`config.mk`:
```
export PLATFORM = sky130hd
export DESIGN_NAME = led_color_arbiter
export DESIGN_NICKNAME = d
export VERILOG_FILES = /design/src/rtl/led_pkg.sv /design/src/rtl/tick_prescaler.sv /design/src/rtl/led_color_arbiter.sv
export SDC_FILE = /design/constraint.sdc
export NUM_CORES = 1
export LEC_CHECK = 0
export ABC_AREA = 1
export BUFFER_PORTS_ARGS = -buffer_cell sky130_fd_sc_hd__buf_2
export CAP_MARGIN = 20
export CORE_UTILIZATION = 30
export DETAILED_ROUTE_END_ITERATION = 7
export PLACE_DENSITY = 0.53
export SLEW_MARGIN = 0
export SYNTH_ARGS = -nofsm -noshare
export SYNTH_HDL_FRONTEND = slang
export SYNTH_SLANG_ARGS = --single-unit
```
`constraint.sdc`:
```
create_clock -name clk -period 2.1 [get_ports clk]
set_input_delay 0.21 -clock clk [delete_from_list [all_inputs] [get_ports clk]]
set_output_delay 0.21 -clock clk [all_outputs]
set_load 0.01 [all_outputs]
```
`src/rtl/led_pkg.sv`:
```
// Shared types and LED colour helpers for the LED colour arbiter.
package led_pkg;

    typedef enum logic [1:0] {
        IDLE    = 2'd0,
        GRANT   = 2'd1,
        RELEASE = 2'd2
    } state_t;

    // LED drive pairs, ordered {red, blue}
    localparam logic [1:0] LED_OFF  = 2'b00;
    localparam logic [1:0] LED_RED  = 2'b10;
    localparam logic [1:0] LED_BLUE = 2'b01;
    localparam logic [1:0] LED_BOTH = 2'b11;

    // Standard 2-bit colour code to {red, blue} drive
    function automatic logic [1:0] map_color(input logic [1:0] code);
        logic [1:0] drive;
        case (code)
            2'b00:   drive = LED_OFF;
            2'b01:   drive = LED_RED;
            2'b10:   drive = LED_BLUE;
            default: drive = LED_BOTH;
        endcase
        return drive;
    endfunction

endpackage

```
`src/rtl/tick_prescaler.sv`:
```
// Free-running divider: one-cycle tick every TICK_DIV cycles while clr is low.
// clr holds the count at zero so the first tick lands TICK_DIV cycles after clr falls.
module tick_prescaler #(
    parameter int TICK_DIV = 125_000
) (
    input  logic clk,
    input  logic rst,
    input  logic clr,
    output logic tick
);

    localparam int CW = (TICK_DIV > 1) ? $clog2(TICK_DIV) : 1;
    localparam logic [CW-1:0] LAST = CW'(TICK_DIV - 1);

    logic [CW-1:0] r_cnt;

    // Count 0..TICK_DIV-1, restarting on clear or on the tick itself
    always_ff @(posedge clk or posedge rst) begin
        if (rst) begin
            r_cnt <= '0;
        end else if (clr || (r_cnt == LAST)) begin
            r_cnt <= '0;
        end else begin
            r_cnt <= r_cnt + 1'b1;
        end
    end

    assign tick = !clr && (r_cnt == LAST);

endmodule

```
`src/rtl/led_color_arbiter.sv`:
```
// Round-robin arbiter sharing the two bicolour LEDs between NREQ requesters.
// Each grant lasts DWELL_TICKS ticks or until its request drops, then one
// RELEASE cycle hands the pointer to the next index.
// Optional build macro LED_BLINK_EN: LEDs blink with a BLINK_TICKS half-period
// during a grant (colour_out itself never blinks).
module led_color_arbiter
    import led_pkg::*;
#(
    parameter int NREQ        = 4,
    parameter int TICK_DIV    = 125_000,
    parameter int DWELL_TICKS = 1000,
    parameter int BLINK_TICKS = 250
) (
    input  logic                clk,
    input  logic                rst,
    input  logic [NREQ-1:0]     req,
    input  logic [4*NREQ-1:0]   color_in,
    output logic [NREQ-1:0]     grant,
    output logic                done,
    output logic [3:0]          color_out,
    output logic                red1,
    output logic                blue1,
    output logic                red2,
    output logic                blue2
);

    localparam int IDXW = (NREQ > 1) ? $clog2(NREQ) : 1;
    localparam int DWW  = (DWELL_TICKS > 1) ? $clog2(DWELL_TICKS) : 1;
    localparam logic [IDXW-1:0] LAST_IDX   = IDXW'(NREQ - 1);
    localparam logic [DWW-1:0]  LAST_DWELL = DWW'(DWELL_TICKS - 1);

    if (NREQ < 2 || NREQ > 8 || TICK_DIV < 1 || DWELL_TICKS < 1 || BLINK_TICKS < 1) begin : g_param_check
        $error("led_color_arbiter: parameter out of range");
    end

    state_t          r_state, w_state_nxt;
    logic [IDXW-1:0] r_idx, r_rr_ptr, w_pick;
    logic            w_any;
    logic [DWW-1:0]  r_dwell;
    logic [NREQ-1:0] r_grant;
    logic [3:0]      r_color;
    logic            r_red1, r_blue1, r_red2, r_blue2;
    logic            w_not_grant, w_tick, w_expire, w_done, w_led_on;

    assign w_not_grant = (r_state != GRANT);

    tick_prescaler #(.TICK_DIV(TICK_DIV)) u_tick (
        .clk  (clk),
        .rst  (rst),
        .clr  (w_not_grant),
        .tick (w_tick)
    );

    assign w_expire = w_tick && (r_dwell == LAST_DWELL);

    // Round-robin pick: first asserted request at or above rr_ptr, wrapping
    always_comb begin
        int j;
        w_any  = 1'b0;
        w_pick = '0;
        j      = 0;
        for (int i = NREQ - 1; i >= 0; i--) begin
            j = int'(r_rr_ptr) + i;
            if (j >= NREQ) j = j - NREQ;
            if (req[j[IDXW-1:0]]) begin
                w_any  = 1'b1;
                w_pick = j[IDXW-1:0];
            end
        end
    end

    // State register
    always_ff @(posedge clk or posedge rst) begin
        if (rst) r_state <= IDLE;
        else     r_state <= w_state_nxt;
    end

    // Next state and done pulse; expiry takes priority over a dropped request
    always_comb begin
        w_state_nxt = r_state;
        w_done      = 1'b0;
        case (r_state)
            IDLE:    if (w_any) w_state_nxt = GRANT;
            GRANT: begin
                if (w_expire) begin
                    w_done      = 1'b1;
                    w_state_nxt = RELEASE;
                end else if (!req[r_idx]) begin
                    w_state_nxt = RELEASE;
                end
            end
            RELEASE: w_state_nxt = IDLE;
            default: w_state_nxt = IDLE;
        endcase
    end

    // Grant, latched colour, dwell counter and round-robin pointer
    always_ff @(posedge clk or posedge rst) begin
        if (rst) begin
            r_grant  <= '0;
            r_color  <= '0;
            r_idx    <= '0;
            r_rr_ptr <= '0;
            r_dwell  <= '0;
        end else begin
            case (r_state)
                IDLE: if (w_any) begin
                    r_grant <= NREQ'(1) << w_pick;
                    r_color <= color_in[{w_pick, 2'b00} +: 4];
                    r_idx   <= w_pick;
                    r_dwell <= '0;
                end
                GRANT: begin
                    if (w_tick) r_dwell <= r_dwell + 1'b1;
                    if (w_state_nxt == RELEASE) begin
                        r_grant <= '0;
                        r_color <= '0;
                    end
                end
                RELEASE: r_rr_ptr <= (r_idx == LAST_IDX) ? '0 : r_idx + 1'b1;
                default: ;
            endcase
        end
    end

`ifdef LED_BLINK_EN
    logic w_blink_tick, r_blink_off;

    tick_prescaler #(.TICK_DIV(TICK_DIV * BLINK_TICKS)) u_blink (
        .clk  (clk),
        .rst  (rst),
        .clr  (w_not_grant),
        .tick (w_blink_tick)
    );

    // Blink phase: starts lit at each new grant, flips every half-period
    always_ff @(posedge clk or posedge rst) begin
        if (rst)               r_blink_off <= 1'b0;
        else if (w_not_grant)  r_blink_off <= 1'b0;
        else if (w_blink_tick) r_blink_off <= ~r_blink_off;
    end

    assign w_led_on = ~r_blink_off;
`else
    assign w_led_on = 1'b1;
`endif

    // LED pins follow the latched colour one cycle later
    always_ff @(posedge clk or posedge rst) begin
        if (rst) begin
            {r_red1, r_blue1} <= LED_OFF;
            {r_red2, r_blue2} <= LED_OFF;
        end else begin
            {r_red1, r_blue1} <= map_color(r_color[3:2]) & {2{w_led_on}};
            {r_red2, r_blue2} <= map_color(r_color[1:0]) & {2{w_led_on}};
        end
    end

    assign grant     = r_grant;
    assign done      = w_done;
    assign color_out = r_color;
    assign red1      = r_red1;
    assign blue1     = r_blue1;
    assign red2      = r_red2;
    assign blue2     = r_blue2;

endmodule

```
==> impl_metrics.py, run 1 <==
metrics = {
    "outcome": {
        "outcome": "complete, but fails checks",
        "failed_checks": "negative hold slack",
    },
    "drt": {
        "detail-route-antenna-nets": 0,
        "drt_iter0_drc": 65,
        "route.vias.total": 2224,
        "drtPass1Iterations": 4,
        "avgRoutedWirePerCell_um": 11.6,
        "via_per_inst": 4.69,
        "wl_mm": 5.48,
        "drc": 0,
    },
    "logic_synthesis": {
        "synth-main-ff-cell": "dfrtp_1",
        "ys_types": 38,
        "synth_edf_count": 0,
        "ys_ff_latch": 45,
        "avgSynthCellArea_um2": 7.82,
        "ys_seq_area_share_pct": 44.2,
        "yosysWarnings": 0,
        "synth_cells": 326,
        "netlist_area_um2": 2550,
        "synthesis.nets": 351,
        "ys_async_sr_fraction_pct": 100,
    },
    "cells_and_area": {
        "diodes": 0,
        "nets": 394,
        "drive_above_1_share_pct": 24.9,
        "multi_input_area_um2": 1250,
        "final_area_um2": 2980,
        "layout-area-overhead-vs-synth_pct": 17.0,
        "finish.utilization_pct": 36.3,
        "nFillCells": 856,
        "seq_area_um2": 1130,
    },
    "power_and_ir_drop": {
        "switching_share_pct": 43.9,
        "p_int_mw": 1.94,
        "power_mw": 3.45,
        "net-switching-power_mw": 1.51,
        "pwr-share-clk_pct": 18.3,
        "ir_worst_vdd_mv": 0.530,
        "pwr-share-comb_pct": 47.7,
        "p_leak_nw": 1.47,
        "p_seq_share_pct": 34.0,
        "pwr_density_cell_nw_per_um2": 1160,
    },
    "hold_path": {
        "hold_path_class": "primary input to asynchronous set/reset pin",
    },
    "global_route": {
        "grt_pass1_vias": 2040,
        "antenna_found_initial": 0,
        "grt_pass1_wl_mm": 9.47,
        "grt_max_degree": 30,
        "grt_overflow": 0,
        "grt_usage_pct": 13.5,
    },
    "sta": {
        "clock_skew_ns": 0.00904,
        "slew_headroom_pct": 59.8,
        "finalHoldViolCount": 27,
        "fin_crit_ns": 1.92,
        "slew_violations": 0,
        "setup_tns_ns": 0,
        "min_period_over_period_pct": 91.4,
        "worst_pin_slew_ns": 0.602,
        "final-setup-viol-count": 0,
        "whs_ns": -0.0198,
        "fmax_ghz": 0.521,
    },
    "worst_setup_path": {
        "cp.required_ns": 1.89,
        "arrival_ns": 1.71,
        "r2r_slack_ns": 0.23,
        "cp-start-kind": "register",
        "crit_type": "register to output port",
        "crit_fanout": 4,
        "endpoint_kind": "output port",
    },
    "placed_design": {
        "gp_congestion": 0.839,
        "portBuffers": 34,
        "place_hpwl_mm": 4.09,
        "dpl_cell_area_um2": 2840,
    },
    "clocking": {
        "cts-root-buf": "clkbuf_8",
        "cts_buffers": 5,
        "cts_tree": "done",
        "max-clock-path-buffers": 2,
        "insertion_delay_ns": 0.30,
        "clkTransAtPathRegs_ns": 0.09,
        "cts-htree-levels": 2,
        "cts.hold.buffers_added": 0,
        "clock-sinks": 45,
    },
    "floorplan": {
        "core_area_um2": 8220,
        "row_count": 33,
        "io_pins": 35,
        "die_w_um": 94.2,
        "start_util_pct": 31.0,
        "die_area_um2": 8870,
        "die_y_um": 94.2,
    },
    "flow_run": {
        "cap_viol_max_count": 0,
    },
}
## synth_stat cells, types with 2 or more instances
| cell type | n | area share, % |
|---|---|---|
| a21oi_1 | 11 | 2.2 |
| a31oi_1 | 2 | 0.49 |
| clkbuf_1 | 4 | 0.59 |
| dfrtp_1 | 45 | 44 |
| ha_1 | 3 | 1.5 |
| inv_1 | 30 | 4.4 |
| inv_2 | 3 | 0.44 |
| nand2_1 | 78 | 11 |
| nand2_2 | 22 | 5.4 |
| nand2_4 | 3 | 1.3 |
| nand3_1 | 28 | 5.5 |
| nand4_1 | 5 | 1.2 |
| nor2_1 | 37 | 5.4 |
| nor3_1 | 8 | 1.6 |
| nor4_1 | 2 | 0.49 |
| o21ai_0 | 15 | 2.9 |
| o21ai_1 | 2 | 0.39 |
| o31ai_1 | 5 | 1.5 |
| xor2_1 | 4 | 1.4 |
## power by group through the flow
stage / logic [mW] / registers [mW] / clock network (mW)
2_1_floorplan: 1.33 / 1.18 / 0
3_3_place_gp: 1.65 / 1.19 / 0
3_5_place_dp: 1.64 / 1.19 / 0
4_1_cts: 1.66 / 1.17 / 0.654
5_1_grt: 1.87 / 1.20 / 0.690
6_report: 1.65 / 1.17 / 0.633
## repair_timing
item	CTS	global route
buffers inserted	0	4
endpoints found under the hold margin	0	0
setup endpoints to repair	1	9
pin swaps	0	1
cloned	0	0
resized for setup	1	3
## placed cells by master (no fill, tap or decap), types with 2 or more instances in the layout
master,n
a21oi_1,11
a31oi_1,2
buf_2,34
buf_4,9
clkbuf_8,5
dfrtp_1,44
ha_1,3
inv_1,29
inv_2,4
nand2_1,78
nand2_2,22
nand2_4,3
nand3_1,28
nand4_1,5
nor2_1,37
nor3_1,6
nor3_2,3
nor4_1,2
o21ai_0,14
o21ai_1,3
o31ai_1,5
xor2_1,4
## stage by stage
step,setup slack (ns),instances,hold slack [ns]
2_1_floorplan,0.490,326,0.433
3_3_place_gp,0.193,463,0.332
3_5_place_dp,0.195,463,0.331
4_1_cts,0.00177,470,0.00308
5_1_grt,-0.0126,474,0.0304
6_report,0.181,474,-0.0198
## worst max-delay path, stage by stage, from the launching register on
cell and delay (ns):
dfrtp_1 0.40, ha_1 0.19, nand2_1 0.11, nor3_1 0.16, nand2_1 0.09, nor3_2 0.12
inv_1 0.08, nor2_1 0.13, buf_2 0.15
## sequential cells by signal (all words and copies together) (netlist names)
name          flops
blue2             1
r_dwell          10
r_state           2
r_rr_ptr          2
blue1             1
red1              1
r_idx             2
grant             4
red2              1
color_out         4
u_tick.r_cnt     17
## cells by family after synthesis
logic type      Yosys count  synth area share, %
simple gates            191                 35.9
flops                    45                 44.2
compound gates           42                 9.72
buf+inv                  41                 7.31
xor+xnor                  4                 1.37
fa+ha+maj                 3                 1.47
## final cells by class
type / count / share of cell area [%]
clock inverter: 2 / 1.17
timing repair buffer: 43 / 7.97
sequential: 45 / 37.8
tap: 105 / 4.41
clock buffer: 5 / 2.31
inverter: 34 / 4.53
multi-input combinational: 240 / 41.8
## metal layers
layer  global-route usage [%]  share of wire (%)
met2                     20.0                 46
met5                        0                  0
met3                     2.75                2.5
met4                     5.13                1.4
met1                     19.1                 50
## path summary, 6_finish.rpt
path	cells after the start	startpoint	endpoint
setup / recovery	8	r_dwell[1]	done
hold / removal	2	rst	u_tick.r_cnt[16]
setup reg to reg	9	r_rr_ptr[0]	grant[1]
hold reg to reg	0	color_out[0]	red2
max in group asynchronous	3	rst	r_dwell[8]
min in group clk	7	color_in[12]	color_out[0]
No activity file was read; power rests on OpenSTA's default activity.
==> run 2, diff against run 1 <==
--- a/config.mk
+++ b/config.mk
@@ -8,9 +8,9 @@
 export ABC_AREA = 1
 export BUFFER_PORTS_ARGS = -buffer_cell sky130_fd_sc_hd__buf_2
 export CAP_MARGIN = 20
-export CORE_UTILIZATION = 30
+export CORE_UTILIZATION = 41
 export DETAILED_ROUTE_END_ITERATION = 7
-export PLACE_DENSITY = 0.53
+export PLACE_DENSITY = 0.66
 export SLEW_MARGIN = 0
 export SYNTH_ARGS = -nofsm -noshare
 export SYNTH_HDL_FRONTEND = slang
==> impl_metrics.py, run 2 (synthesis gave the netlist of run 1 again) <==
metrics = {
    "outcome": {
        "outcome": "finished clean",
    },
    "drt": {
        "drtPass1Iterations": 4,
        "top_layer_used": "met4",
        "avgRoutedWirePerCell_um": 12.0,
        "wl_mm": 5.36,
        "detail-route-antenna-nets": 0,
        "drt-met1-wl_mm": 2.55,
        "via_per_inst": 4.96,
        "drt_iter0_drc": 120,
        "route.vias.total": 2217,
        "drc": 0,
        "route.met3.wl_um": 166,
        "routed-wl-met2_mm": 2.63,
    },
    "floorplan": {
        "die_w_um": 80.8,
        "io_pins": 35,
        "die_y_um": 80.8,
        "core_area_um2": 5960,
        "start_util_pct": 42.8,
        "die_area_um2": 6540,
        "row_count": 28,
    },
    "sta": {
        "finalHoldViolCount": 0,
        "slew_violations": 0,
        "slew_headroom_pct": 71.3,
        "fmax_ghz": 0.515,
        "worst_pin_slew_ns": 0.430,
        "final-setup-viol-count": 0,
        "min_period_over_period_pct": 92.5,
        "clock_skew_ns": 0.0142,
        "fin_crit_ns": 1.94,
    },
    "worst_setup_path": {
        "cp-start-kind": "register",
        "cpMostUsedCell": "nor2_1",
        "crit_type": "register to output port",
        "cp.required_ns": 1.89,
        "endpoint_kind": "output port",
        "path_cells": "nor2_1, nand3_1, nor2_1, nand4_2, nor2_2, buf_2",
        "slowest_delay_ns": 0.46,
        "worst_path_max_delay_cell": "dfrtp_1",
        "crit_fanout": 7,
        "r2r_cells": 9,
        "arrival_ns": 1.73,
    },
    "cells_and_area": {
        "top_register": "u_tick.r_cnt",
        "largest_registers": "u_tick.r_cnt: 17 flops, r_dwell: 10 flops",
        "nFillCells": 578,
        "drive_above_1_share_pct": 26.3,
        "nets": 396,
        "largest_reg_flops": 17,
        "diodes": 0,
        "final_area_um2": 2970,
        "layout-area-overhead-vs-synth_pct": 16.4,
        "layout_commonest_cell": "nand2_1",
        "final_cell_mix": "78 x nand2_1, 44 x dfrtp_1, 35 x nor2_1, 34 x buf_2, 29 x inv_1",
    },
    "clocking": {
        "insertion_delay_ns": 0.30,
        "cts-root-buf": "clkbuf_8",
        "cts_tree": "done",
        "cts-htree-levels": 2,
        "clkTransAtPathRegs_ns": 0.09,
        "max-clock-path-buffers": 2,
        "cts_buffers": 5,
        "clock-sinks": 45,
    },
    "hold_path": {
        "hold_path_class": "primary input to register",
        "hold-path-cell-count": 7,
    },
    "global_route": {
        "grt_max_degree": 22,
        "grt_pass1_wl_mm": 9.24,
        "grt_usage_pct": 18.1,
        "antenna_found_initial": 0,
        "grt_overflow": 0,
        "grt_pass1_vias": 2017,
    },
    "placed_design": {
        "portBuffers": 34,
        "gp_congestion": 0.808,
        "dpl_cell_area_um2": 2810,
        "place_hpwl_mm": 4.04,
    },
    "power_and_ir_drop": {
        "p_leak_nw": 1.48,
        "power_mw": 3.37,
        "pwr_density_cell_nw_per_um2": 1140,
        "ir_worst_vdd_mv": 0.648,
    },
    "flow_run": {
        "cap_viol_max_count": 0,
    },
}
## run 2: cell count changes in the layout (fill, tap and decap cells not counted), moves of 2 or more
cell    change
nor3_1      -2
nor2_1      -2
nor3_2      +2
nor2_2      +2
## run 2: path summary, 6_finish.rpt
| check | slack, ns | from | to |
|---|---|---|---|
| setup / recovery | 0.16 | u_tick.r_cnt[8] | done |
| hold / removal | 0.29 | color_in[15] | color_out[3] |
| setup reg to reg | 0.17 | u_tick.r_cnt[8] | grant[2] |
| hold reg to reg | 0.42 | color_out[1] | blue2 |
| max in group asynchronous | 1.10 | rst | r_dwell[4] |
| min in group asynchronous | 0.45 | rst | u_tick.r_cnt[12] |
## run 2: where the power goes
group          leakage (nW)  switching [mW]  internal [mW]  total (mW)
sequential            0.603           0.147           1.03        1.18
clock                0.0447           0.317          0.241       0.557
combinational         0.829            1.07          0.573        1.64
## run 2: critical path: cells and delay by family (launching register included)
kind | cells | cell delay, ns
simple gates | 5 | 0.82
buf+inv | 1 | 0.15
flops | 1 | 0.46
## run 2: cell type report
cell class              instances  area [µm²]  area share [%]
well taps                      75        93.8            3.16
repair buffers                 45         255            8.60
multi-input cells             240        1260            42.5
flip-flops and latches         45        1130            38.0
clock inverters                 3        25.0           0.844
inverters                      34         135            4.56
clock buffers                   5        68.8            2.32
## run 2: stage by stage
stage	hold slack, ns	cells	TNS, ns	setup slack, ns	util (%)
floorplan	0.433	326	0	0.490	-
global placement	0.241	434	0	0.303	47.1
detailed placement	0.237	434	0	0.252	47.1
CTS	0.298	443	0	0.0549	48.9
global route	0.333	447	-0.0279	-0.0279	49.8
finish	0.295	447	0	0.158	49.8
## run 2: layer usage
metal  up-vias  global-route usage, %
met4         0                   3.57
met1      1030                   25.4
met2        37                   29.0
li1       1148                      -
met5         -                      0
met3         2                   3.48
## run 2: repair_timing
action	4_1_cts	5_1_grt
resized for setup	0	7
buffers inserted	0	4
hold endpoints to repair	19	0
hold buffers	1	0
setup endpoints to repair	0	10
